[config.mk]
export PLATFORM = sky130hd
export DESIGN_NAME = rx_buf_ptr_table_flat
export DESIGN_NICKNAME = d
export VERILOG_FILES = /design/src/rtl/tcp_pkg.sv /design/src/rtl/rx_buf_ptr_table_if.sv /design/src/rtl/rx_ptr_table_rd_port.sv /design/src/rtl/rx_buf_ptr_table.sv /design/src/flat_wrapper.sv
export SDC_FILE = /design/constraint.sdc
export NUM_CORES = 2
export LEC_CHECK = 0
export ABC_CLOCK_PERIOD_IN_PS = 18600
export CAP_MARGIN = 40
export CORE_MARGIN = 2
export CORE_UTILIZATION = 30
export CTS_CLUSTER_SIZE = 16
export DETAILED_ROUTE_END_ITERATION = 16
export GPL_ROUTABILITY_DRIVEN = 1
export HOLD_SLACK_MARGIN = 0.02
export PLACE_DENSITY = 0.54
export SYNTH_ARGS = -nofsm -noshare
export SYNTH_HDL_FRONTEND = slang
export SYNTH_SLANG_ARGS = --single-unit
[constraint.sdc]
create_clock -name clk -period 18.6 [get_ports clk]
set_clock_uncertainty 0.1 [all_clocks]
set_input_delay 2.79 -clock clk [delete_from_list [all_inputs] [get_ports clk]]
set_output_delay 2.79 -clock clk [all_outputs]
set_load 0.03 [all_outputs]
[src/rtl/tcp_pkg.sv]
// Shared TCP receive-path types: table sizing defaults and the read response layout.
package tcp_pkg;

    localparam int MAX_FLOW_CNT     = 16;
    localparam int RX_PAYLOAD_PTR_W = 16;

    // Pointers carry one extra MSB as the wrap bit.
    typedef logic [RX_PAYLOAD_PTR_W:0] rx_ptr_t;

    typedef struct packed {
        rx_ptr_t head;
        rx_ptr_t commit;
        rx_ptr_t tail;
        rx_ptr_t used;
        rx_ptr_t free;
    } rx_ptr_resp_struct;

endpackage

[src/rtl/rx_buf_ptr_table_if.sv]
// Handshake bundle for the RX payload pointer table: init, advance,
// commit/tail writes and RD_PORTS read request/response channels.
interface rx_buf_ptr_table_if
    import tcp_pkg::*;
#(
    parameter int FLOWID_W = $clog2(MAX_FLOW_CNT),
    parameter int PTR_W    = RX_PAYLOAD_PTR_W,
    parameter int RD_PORTS = 2
);
    logic                init_val;
    logic [FLOWID_W-1:0] init_flowid;
    logic [PTR_W:0]      init_head;
    logic [PTR_W:0]      init_tail;
    logic                init_rdy;

    logic                adv_val;
    logic [FLOWID_W-1:0] adv_flowid;
    logic [PTR_W:0]      adv_len;
    logic                adv_rdy;
    logic                adv_err;

    logic                commit_wr_val;
    logic [FLOWID_W-1:0] commit_wr_flowid;
    logic [PTR_W:0]      commit_wr_data;
    logic                commit_wr_rdy;

    logic                tail_wr_val;
    logic [FLOWID_W-1:0] tail_wr_flowid;
    logic [PTR_W:0]      tail_wr_data;
    logic                tail_wr_rdy;

    logic [RD_PORTS-1:0]               rd_req_val;
    logic [RD_PORTS-1:0][FLOWID_W-1:0] rd_req_flowid;
    logic [RD_PORTS-1:0]               rd_req_rdy;
    logic [RD_PORTS-1:0]               rd_resp_val;
    logic [RD_PORTS-1:0]               rd_resp_rdy;
    logic [RD_PORTS-1:0][PTR_W:0]      rd_resp_head;
    logic [RD_PORTS-1:0][PTR_W:0]      rd_resp_commit;
    logic [RD_PORTS-1:0][PTR_W:0]      rd_resp_tail;
    logic [RD_PORTS-1:0][PTR_W:0]      rd_resp_used;
    logic [RD_PORTS-1:0][PTR_W:0]      rd_resp_free;

    modport slave (
        input  init_val, init_flowid, init_head, init_tail,
        output init_rdy,
        input  adv_val, adv_flowid, adv_len,
        output adv_rdy, adv_err,
        input  commit_wr_val, commit_wr_flowid, commit_wr_data,
        output commit_wr_rdy,
        input  tail_wr_val, tail_wr_flowid, tail_wr_data,
        output tail_wr_rdy,
        input  rd_req_val, rd_req_flowid, rd_resp_rdy,
        output rd_req_rdy, rd_resp_val,
        output rd_resp_head, rd_resp_commit, rd_resp_tail, rd_resp_used, rd_resp_free
    );

    modport master (
        output init_val, init_flowid, init_head, init_tail,
        input  init_rdy,
        output adv_val, adv_flowid, adv_len,
        input  adv_rdy, adv_err,
        output commit_wr_val, commit_wr_flowid, commit_wr_data,
        input  commit_wr_rdy,
        output tail_wr_val, tail_wr_flowid, tail_wr_data,
        input  tail_wr_rdy,
        output rd_req_val, rd_req_flowid, rd_resp_rdy,
        input  rd_req_rdy, rd_resp_val,
        input  rd_resp_head, rd_resp_commit, rd_resp_tail, rd_resp_used, rd_resp_free
    );

endinterface

[src/rtl/rx_ptr_table_rd_port.sv]
// One read port: one-entry output register over the table's next-state
// snapshot, with optional occupancy (RX_PTR_TABLE_OCC_EN) computed from
// the same snapshot.
module rx_ptr_table_rd_port #(
    parameter int PTR_W = 16
) (
    input  logic         clk,
    input  logic         rst,
    input  logic         req_val,
    output logic         req_rdy,
    output logic         resp_val,
    input  logic         resp_rdy,
    input  logic [PTR_W:0] nxt_head,
    input  logic [PTR_W:0] nxt_commit,
    input  logic [PTR_W:0] nxt_tail,
    output logic [PTR_W:0] head,
    output logic [PTR_W:0] commit,
    output logic [PTR_W:0] tail,
    output logic [PTR_W:0] used,
    output logic [PTR_W:0] free
);
    typedef struct packed {
        logic [PTR_W:0] head;
        logic [PTR_W:0] commit;
        logic [PTR_W:0] tail;
        logic [PTR_W:0] used;
        logic [PTR_W:0] free;
    } resp_t;

`ifdef RX_PTR_TABLE_OCC_EN
    localparam logic [PTR_W:0] CAP = {1'b1, {PTR_W{1'b0}}};
`endif

    resp_t          snap;
    resp_t          resp_q;
    logic           val_q;
    logic [PTR_W:0] occ;
    logic           fire;

    assign req_rdy = ~val_q | resp_rdy;
    assign fire    = req_val & req_rdy;

    // Capture pointers and occupancy from the write-first snapshot.
    always_comb begin
        snap        = '0;
        occ         = '0;
        snap.head   = nxt_head;
        snap.commit = nxt_commit;
        snap.tail   = nxt_tail;
`ifdef RX_PTR_TABLE_OCC_EN
        occ         = nxt_tail - nxt_head;
        snap.used   = occ;
        snap.free   = CAP - occ;
`endif
    end

    // Output register: load on accept, drop valid once the consumer takes it.
    always_ff @(posedge clk) begin
        if (rst) begin
            val_q  <= 1'b0;
            resp_q <= '0;
        end else if (fire) begin
            val_q  <= 1'b1;
            resp_q <= snap;
        end else if (resp_rdy) begin
            val_q  <= 1'b0;
        end
    end

    assign resp_val = val_q;
    assign head     = resp_q.head;
    assign commit   = resp_q.commit;
    assign tail     = resp_q.tail;
    assign used     = resp_q.used;
    assign free     = resp_q.free;

endmodule

[src/rtl/rx_buf_ptr_table.sv]
// Per-flow head/commit/tail pointer table for RX payload buffers.
// Init wins over all writers; advance clamps at commit; reads are write-first.
// Optional occupancy outputs: define RX_PTR_TABLE_OCC_EN.
module rx_buf_ptr_table
    import tcp_pkg::*;
#(
    parameter int FLOW_CNT = MAX_FLOW_CNT,
    parameter int FLOWID_W = $clog2(FLOW_CNT),
    parameter int PTR_W    = RX_PAYLOAD_PTR_W,
    parameter int RD_PORTS = 2
) (
    input logic clk,
    input logic rst,
    rx_buf_ptr_table_if.slave bus
);
    typedef logic [PTR_W:0] ptr_t;

    localparam logic [FLOWID_W:0] FLOW_LIM = FLOW_CNT[FLOWID_W:0];

    ptr_t head_q   [FLOW_CNT];
    ptr_t commit_q [FLOW_CNT];
    ptr_t tail_q   [FLOW_CNT];
    ptr_t head_d   [FLOW_CNT];
    ptr_t commit_d [FLOW_CNT];
    ptr_t tail_d   [FLOW_CNT];

    logic adv_fire, commit_fire, tail_fire;
    logic adv_clamp, adv_err_q;
    ptr_t adv_h, adv_c, adv_avail, adv_head_nxt;

    logic [RD_PORTS-1:0]          rd_req_rdy, rd_resp_val;
    logic [RD_PORTS-1:0][PTR_W:0] resp_head, resp_commit, resp_tail, resp_used, resp_free;

    // Init stalls every other writer so the entry it rewrites is never contended.
    assign bus.init_rdy      = 1'b1;
    assign bus.adv_rdy       = ~bus.init_val;
    assign bus.commit_wr_rdy = ~bus.init_val;
    assign bus.tail_wr_rdy   = ~bus.init_val;

    assign adv_fire    = bus.adv_val       & ~bus.init_val;
    assign commit_fire = bus.commit_wr_val & ~bus.init_val;
    assign tail_fire   = bus.tail_wr_val   & ~bus.init_val;

    // Advance against the pre-update commit; modular distance handles the wrap bit.
    always_comb begin
        adv_h        = head_q[bus.adv_flowid];
        adv_c        = commit_q[bus.adv_flowid];
        adv_avail    = adv_c - adv_h;
        adv_clamp    = bus.adv_len > adv_avail;
        adv_head_nxt = adv_clamp ? adv_c : adv_h + bus.adv_len;
    end

    // Next-state table: feeds both the flops and the write-first read ports.
    always_comb begin
        head_d   = head_q;
        commit_d = commit_q;
        tail_d   = tail_q;
        if (adv_fire)    head_d[bus.adv_flowid]         = adv_head_nxt;
        if (commit_fire) commit_d[bus.commit_wr_flowid] = bus.commit_wr_data;
        if (tail_fire)   tail_d[bus.tail_wr_flowid]     = bus.tail_wr_data;
        if (bus.init_val) begin
            head_d[bus.init_flowid]   = bus.init_head;
            commit_d[bus.init_flowid] = bus.init_tail;
            tail_d[bus.init_flowid]   = bus.init_tail;
        end
    end

    // Table storage and registered clamp indication.
    always_ff @(posedge clk) begin
        if (rst) begin
            for (int i = 0; i < FLOW_CNT; i++) begin
                head_q[i]   <= '0;
                commit_q[i] <= '0;
                tail_q[i]   <= '0;
            end
            adv_err_q <= 1'b0;
        end else begin
            head_q    <= head_d;
            commit_q  <= commit_d;
            tail_q    <= tail_d;
            adv_err_q <= adv_fire & adv_clamp;
        end
    end

    assign bus.adv_err = adv_err_q;

    // Out-of-range flow ids are a caller bug; flag them in simulation.
    always @(posedge clk) begin
        if (!rst) begin
            if (bus.init_val)      assert ({1'b0, bus.init_flowid} < FLOW_LIM);
            if (bus.adv_val)       assert ({1'b0, bus.adv_flowid} < FLOW_LIM);
            if (bus.commit_wr_val) assert ({1'b0, bus.commit_wr_flowid} < FLOW_LIM);
            if (bus.tail_wr_val)   assert ({1'b0, bus.tail_wr_flowid} < FLOW_LIM);
            for (int p = 0; p < RD_PORTS; p++)
                if (bus.rd_req_val[p]) assert ({1'b0, bus.rd_req_flowid[p]} < FLOW_LIM);
        end
    end

    for (genvar p = 0; p < RD_PORTS; p++) begin : g_rd
        rx_ptr_table_rd_port #(.PTR_W(PTR_W)) u_rd (
            .clk        (clk),
            .rst        (rst),
            .req_val    (bus.rd_req_val[p]),
            .req_rdy    (rd_req_rdy[p]),
            .resp_val   (rd_resp_val[p]),
            .resp_rdy   (bus.rd_resp_rdy[p]),
            .nxt_head   (head_d[bus.rd_req_flowid[p]]),
            .nxt_commit (commit_d[bus.rd_req_flowid[p]]),
            .nxt_tail   (tail_d[bus.rd_req_flowid[p]]),
            .head       (resp_head[p]),
            .commit     (resp_commit[p]),
            .tail       (resp_tail[p]),
            .used       (resp_used[p]),
            .free       (resp_free[p])
        );
    end

    assign bus.rd_req_rdy     = rd_req_rdy;
    assign bus.rd_resp_val    = rd_resp_val;
    assign bus.rd_resp_head   = resp_head;
    assign bus.rd_resp_commit = resp_commit;
    assign bus.rd_resp_tail   = resp_tail;
    assign bus.rd_resp_used   = resp_used;
    assign bus.rd_resp_free   = resp_free;

endmodule
[src/flat_wrapper.sv]
// flat-port wrapper written by rule: the top's interface ports become plain ports
module rx_buf_ptr_table_flat import tcp_pkg::*;
#(
    parameter int FLOW_CNT = MAX_FLOW_CNT,
    parameter int FLOWID_W = $clog2(FLOW_CNT),
    parameter int PTR_W    = RX_PAYLOAD_PTR_W,
    parameter int RD_PORTS = 2
)
  (clk, rst, bus_init_val, bus_init_flowid, bus_init_head, bus_init_tail, bus_init_rdy, bus_adv_val, bus_adv_flowid, bus_adv_len, bus_adv_rdy, bus_adv_err, bus_commit_wr_val, bus_commit_wr_flowid, bus_commit_wr_data, bus_commit_wr_rdy, bus_tail_wr_val, bus_tail_wr_flowid, bus_tail_wr_data, bus_tail_wr_rdy, bus_rd_req_val, bus_rd_req_flowid, bus_rd_resp_rdy, bus_rd_req_rdy, bus_rd_resp_val, bus_rd_resp_head, bus_rd_resp_commit, bus_rd_resp_tail, bus_rd_resp_used, bus_rd_resp_free);
  rx_buf_ptr_table_if #(.FLOWID_W(FLOWID_W), .PTR_W(PTR_W), .RD_PORTS(RD_PORTS)) bus_i ();
  input logic clk;
  input logic rst;
  input wire logic [$bits(bus_i.init_val)-1:0] bus_init_val;
  input wire logic [$bits(bus_i.init_flowid)-1:0] bus_init_flowid;
  input wire logic [$bits(bus_i.init_head)-1:0] bus_init_head;
  input wire logic [$bits(bus_i.init_tail)-1:0] bus_init_tail;
  output wire logic [$bits(bus_i.init_rdy)-1:0] bus_init_rdy;
  input wire logic [$bits(bus_i.adv_val)-1:0] bus_adv_val;
  input wire logic [$bits(bus_i.adv_flowid)-1:0] bus_adv_flowid;
  input wire logic [$bits(bus_i.adv_len)-1:0] bus_adv_len;
  output wire logic [$bits(bus_i.adv_rdy)-1:0] bus_adv_rdy;
  output wire logic [$bits(bus_i.adv_err)-1:0] bus_adv_err;
  input wire logic [$bits(bus_i.commit_wr_val)-1:0] bus_commit_wr_val;
  input wire logic [$bits(bus_i.commit_wr_flowid)-1:0] bus_commit_wr_flowid;
  input wire logic [$bits(bus_i.commit_wr_data)-1:0] bus_commit_wr_data;
  output wire logic [$bits(bus_i.commit_wr_rdy)-1:0] bus_commit_wr_rdy;
  input wire logic [$bits(bus_i.tail_wr_val)-1:0] bus_tail_wr_val;
  input wire logic [$bits(bus_i.tail_wr_flowid)-1:0] bus_tail_wr_flowid;
  input wire logic [$bits(bus_i.tail_wr_data)-1:0] bus_tail_wr_data;
  output wire logic [$bits(bus_i.tail_wr_rdy)-1:0] bus_tail_wr_rdy;
  input wire logic [$bits(bus_i.rd_req_val)-1:0] bus_rd_req_val;
  input wire logic [$bits(bus_i.rd_req_flowid)-1:0] bus_rd_req_flowid;
  input wire logic [$bits(bus_i.rd_resp_rdy)-1:0] bus_rd_resp_rdy;
  output wire logic [$bits(bus_i.rd_req_rdy)-1:0] bus_rd_req_rdy;
  output wire logic [$bits(bus_i.rd_resp_val)-1:0] bus_rd_resp_val;
  output wire logic [$bits(bus_i.rd_resp_head)-1:0] bus_rd_resp_head;
  output wire logic [$bits(bus_i.rd_resp_commit)-1:0] bus_rd_resp_commit;
  output wire logic [$bits(bus_i.rd_resp_tail)-1:0] bus_rd_resp_tail;
  output wire logic [$bits(bus_i.rd_resp_used)-1:0] bus_rd_resp_used;
  output wire logic [$bits(bus_i.rd_resp_free)-1:0] bus_rd_resp_free;
  assign bus_i.init_val = bus_init_val;
  assign bus_i.init_flowid = bus_init_flowid;
  assign bus_i.init_head = bus_init_head;
  assign bus_i.init_tail = bus_init_tail;
  assign bus_init_rdy = bus_i.init_rdy;
  assign bus_i.adv_val = bus_adv_val;
  assign bus_i.adv_flowid = bus_adv_flowid;
  assign bus_i.adv_len = bus_adv_len;
  assign bus_adv_rdy = bus_i.adv_rdy;
  assign bus_adv_err = bus_i.adv_err;
  assign bus_i.commit_wr_val = bus_commit_wr_val;
  assign bus_i.commit_wr_flowid = bus_commit_wr_flowid;
  assign bus_i.commit_wr_data = bus_commit_wr_data;
  assign bus_commit_wr_rdy = bus_i.commit_wr_rdy;
  assign bus_i.tail_wr_val = bus_tail_wr_val;
  assign bus_i.tail_wr_flowid = bus_tail_wr_flowid;
  assign bus_i.tail_wr_data = bus_tail_wr_data;
  assign bus_tail_wr_rdy = bus_i.tail_wr_rdy;
  assign bus_i.rd_req_val = bus_rd_req_val;
  assign bus_i.rd_req_flowid = bus_rd_req_flowid;
  assign bus_i.rd_resp_rdy = bus_rd_resp_rdy;
  assign bus_rd_req_rdy = bus_i.rd_req_rdy;
  assign bus_rd_resp_val = bus_i.rd_resp_val;
  assign bus_rd_resp_head = bus_i.rd_resp_head;
  assign bus_rd_resp_commit = bus_i.rd_resp_commit;
  assign bus_rd_resp_tail = bus_i.rd_resp_tail;
  assign bus_rd_resp_used = bus_i.rd_resp_used;
  assign bus_rd_resp_free = bus_i.rd_resp_free;
  rx_buf_ptr_table #(.FLOW_CNT(FLOW_CNT), .FLOWID_W(FLOWID_W), .PTR_W(PTR_W), .RD_PORTS(RD_PORTS)) u_core (.clk(clk), .rst(rst), .bus(bus_i));
endmodule
==> run_results.csv <==
group,metric,value,unit
pwr,powerDensity,82.5,nW/um2
pwr,switchingPower,1.90,mW
global_routing,first_global_vias,57300,
worst_setup_path,cp.arrival,11830,ps
detailed_routing,drc,0,
clocking,cts_buffers,111,
clocking,h-tree-depth,3,
detailed_routing,ant_nets,0,
floorplanning,fp.dieH,451,um
floorplanning,io_pins,298,
worst_setup_path,slowest_stage,"buf_4",
pwr,power_frac_clock,41.7,%
floorplanning,die_width,451,um
synthesis,yosys.area.top_type,"dfxtp_1",
worst_setup_path,cp-end-kind,"flip-flop",
finish,final_util,34.9,%
synthesis,synth_common_cells,"nand2_1 (962), dfxtp_1 (921), nor2_1 (746)",
sta,slew-limit-headroom,19.7,%
sta,rsz0062_at_grt,"no",
sta,fin_crit_sh,60.7,%
clocking,path_clk_slew,60,ps
detailed_routing,viasPerCell,6.42,
clocking,clockRootBuffer,"clkbuf_16",
placement,hpwl,219000,um
pwr,swShare,33.1,%
synthesis,netlist_top_cells_area,"dfxtp_1 (31%), mux4_2 (20%), nor2b_1 (6.7%), nand2_1 (6.0%), a21oi_1 (5.3%)",
synthesis,synthCells,6911,
sta,setup_viol,0,
floorplanning,rows,164,
synthesis,avgSynthCellArea,8.69,um2
worst_setup_path,path_max_fanout,50,
global_routing,track_usage,32.0,%
worst_setup_path,path_class,"input port to flip-flop",
sta,fin_crit,11300,ps
global_routing,grt_first_pass_wirelength,463000,um
global_routing,antenna_found_initial,34,
sta,fmax,88.5,MHz
sta,slew_viol_final,0,
worst_setup_path,r2r_slack,10690,ps
synthesis,ys_seq_area_share,30.7,%
finish,area_delta_synth_final,15.7,%
worst_setup_path,r2r_start,"u_core.commit_q[85]$_SDFF_PP0_",
global_routing,grt_overflow,0,
flow_run,max_cap_viol_count,0,
sta,max_slew.worst_pin.slew,1200,ps
detailed_routing,wl,339000,um
sta,fin_setup_tns,0,ps
clocking,cts_buffer_depth,3,
worst_setup_path,crit_required,19130,ps
synthesis,synth-edff-count,0,
worst_setup_path,crit_path_max_incr_delay,770,ps
hold_path,worstHoldStart,"u_core.g_rd[0].u_rd.commit[16]$_SDFFE_PP0P_",
detailed_routing,drt-initial-drc-count,10500,
detailed_routing,drtPass1Iterations,7,
run_status,status,"finished clean",
finish,final_cells,9574,
worst_setup_path,start_kind,"input port",
pwr,ir_worst_vdd,0.0000826,V
synthesis,synth_top_area_share,30.7,%
pwr,cellLeakagePower,25.3,nW
placement,portBuffers,228,
detailed_routing,routedWlPerCell,35.4,um
sta,hold_viol,0,
synthesis,synth-seq-cells,921,
clocking,cts_sinks,921,
clocking,post-cts-setup-buffers,0,
placement,gp_congestion,1.00,
synthesis,synthFlopType,"dfxtp_1",
finish,layout.nets,6975,
pwr,p_comb_share,22.2,%
clocking,ctsResizeCount,0,
hold_path,hp-class,"flip-flop to flip-flop",
pwr,intPower,3.84,mW
global_routing,grt_start_max_net_pins,200,
worst_setup_path,crit_path_frequent_cell,"a21oi_1",
synthesis,async_reset_ff_share,0,%
clocking,holdBufCountCts,0,
synthesis,ys_types,82,
finish,drive_gt1_share,15.6,%
floorplanning,core,199000,um2
synthesis,yosysMostFrequentCell,"nand2_1",
synthesis,synth_warnings,0,
worst_setup_path,crit_start,"bus_adv_flowid[0]",
floorplanning,start_util,30.1,%
placement,dpl.cell_count,9347,
pwr,seq_power_share,36.1,%
detailed_routing,via_count,61400,
floorplanning,dieArea,204000,um2
clocking,clk_latency,820,ps
synthesis,syn-cell-area,60100,um2
clocking,cts_tree,"done",
area by class of cell:
type	instances	area [um2]
Sequential cell	921	18400
Clock inverter	47	657
Tap cell	2656	3320
Timing Repair Buffer	447	4590
Fill cell	20400	130000
Antenna cell	16	40.0
Multi-Input combinational cell	5278	39000
Inverter	46	178
Clock buffer	163	3250
path summary, 6_finish.rpt:
| path | end | depth (start not counted) |
|---|---|---|
| max | u_core.g_rd[0].u_rd.head[4]$_SDFFE_PP0P_ | 29 |
| min | u_core.g_rd[0].u_rd.commit[16]$_SDFFE_PP0P_ | 2 |
| max reg2reg | u_core.g_rd[0].u_rd.head[4]$_SDFFE_PP0P_ | 30 |
| min reg2reg | u_core.g_rd[0].u_rd.commit[16]$_SDFFE_PP0P_ | 2 |
critical path: cells and delay by family:
family | cells | cell delay [ps]
multiplexers | 3 | 1750
adder cells (fa/ha/maj) | 2 | 530
AND/OR/NAND/NOR | 3 | 570
XOR/XNOR | 1 | 140
buffers and inverters | 6 | 2660
AO/OA/AOI/OAI | 14 | 3180
routing by layer:
metal	vias up	global-route usage, %	part of all wire (%)
met1	29800	39.7	36
met5	-	0	0.036
met3	1466	10.1	13
met4	18	24.0	9.4
met2	5257	46.1	41
li1	24900	-	-
state kept, by name (all words and copies together) (netlist names):
signal                     count
u_core.g_rd.u_rd.tail         34
u_core.g_rd.u_rd.commit       34
u_core.head_q                272
u_core.tail_q                272
u_core.commit_q              272
u_core.g_rd.u_rd.resp_val      2
u_core.g_rd.u_rd.head         34
u_core.bus.adv_err             1
kinds of logic after synthesis:
| group | count (synthesis) | synth area share [%] |
|---|---|---|
| other | 2 | 0.0125 |
| adders and majority gates | 51 | 1.09 |
| and+or+nand+nor | 2595 | 19.7 |
| buffers and inverters | 779 | 5.51 |
| muxes | 825 | 24.7 |
| DFF | 921 | 30.7 |
| AOI/OAI and AO/OA | 1713 | 18.0 |
| xor gates and xnor gates | 25 | 0.365 |
through the flow:
step	hold WS (ps)	worst slack, ps	power (mW)	instance area [um2]
6_report	356	7300	5.74	69500
5_1_grt	375	6790	5.86	69500
4_1_cts	358	7510	5.69	69500
3_5_place_dp	348	6710	3.33	65600
3_3_place_gp	347	6290	3.29	64500
2_1_floorplan	378	8130	2.86	60300
power by group through the flow:
stage / clock network (mW) / logic [mW] / registers, mW
after floorplan: 0 / 0.745 / 2.12
after global placement: 0 / 1.18 / 2.11
after detailed placement: 0 / 1.22 / 2.11
after CTS: 2.40 / 1.22 / 2.07
after global routing: 2.48 / 1.31 / 2.07
final: 2.40 / 1.27 / 2.07
layout by cell type, fill, tap and decap left out, types with 25 or more instances in the layout:
master	netlist	routed
a211oi_1	50	50
a21o_1	49	49
a21oi_1	642	642
a221oi_1	28	28
a22o_1	59	59
a22oi_1	45	45
a31oi_1	295	294
buf_4	80	173
clkbuf_16	0	111
clkbuf_8	0	30
clkdlybuf4s50_1	0	217
conb_1	2	69
dfxtp_1	921	921
ha_1	49	49
inv_1	42	41
mux2i_1	293	289
mux4_2	523	523
nand2_1	962	930
nand2b_1	25	25
nand3_1	49	45
nor2_1	746	707
nor2_2	2	32
nor2b_1	644	639
nor3_1	73	61
o21ai_0	187	187
o221ai_1	35	35
o22ai_1	72	72
No activity file was read; power rests on OpenSTA's default activity.
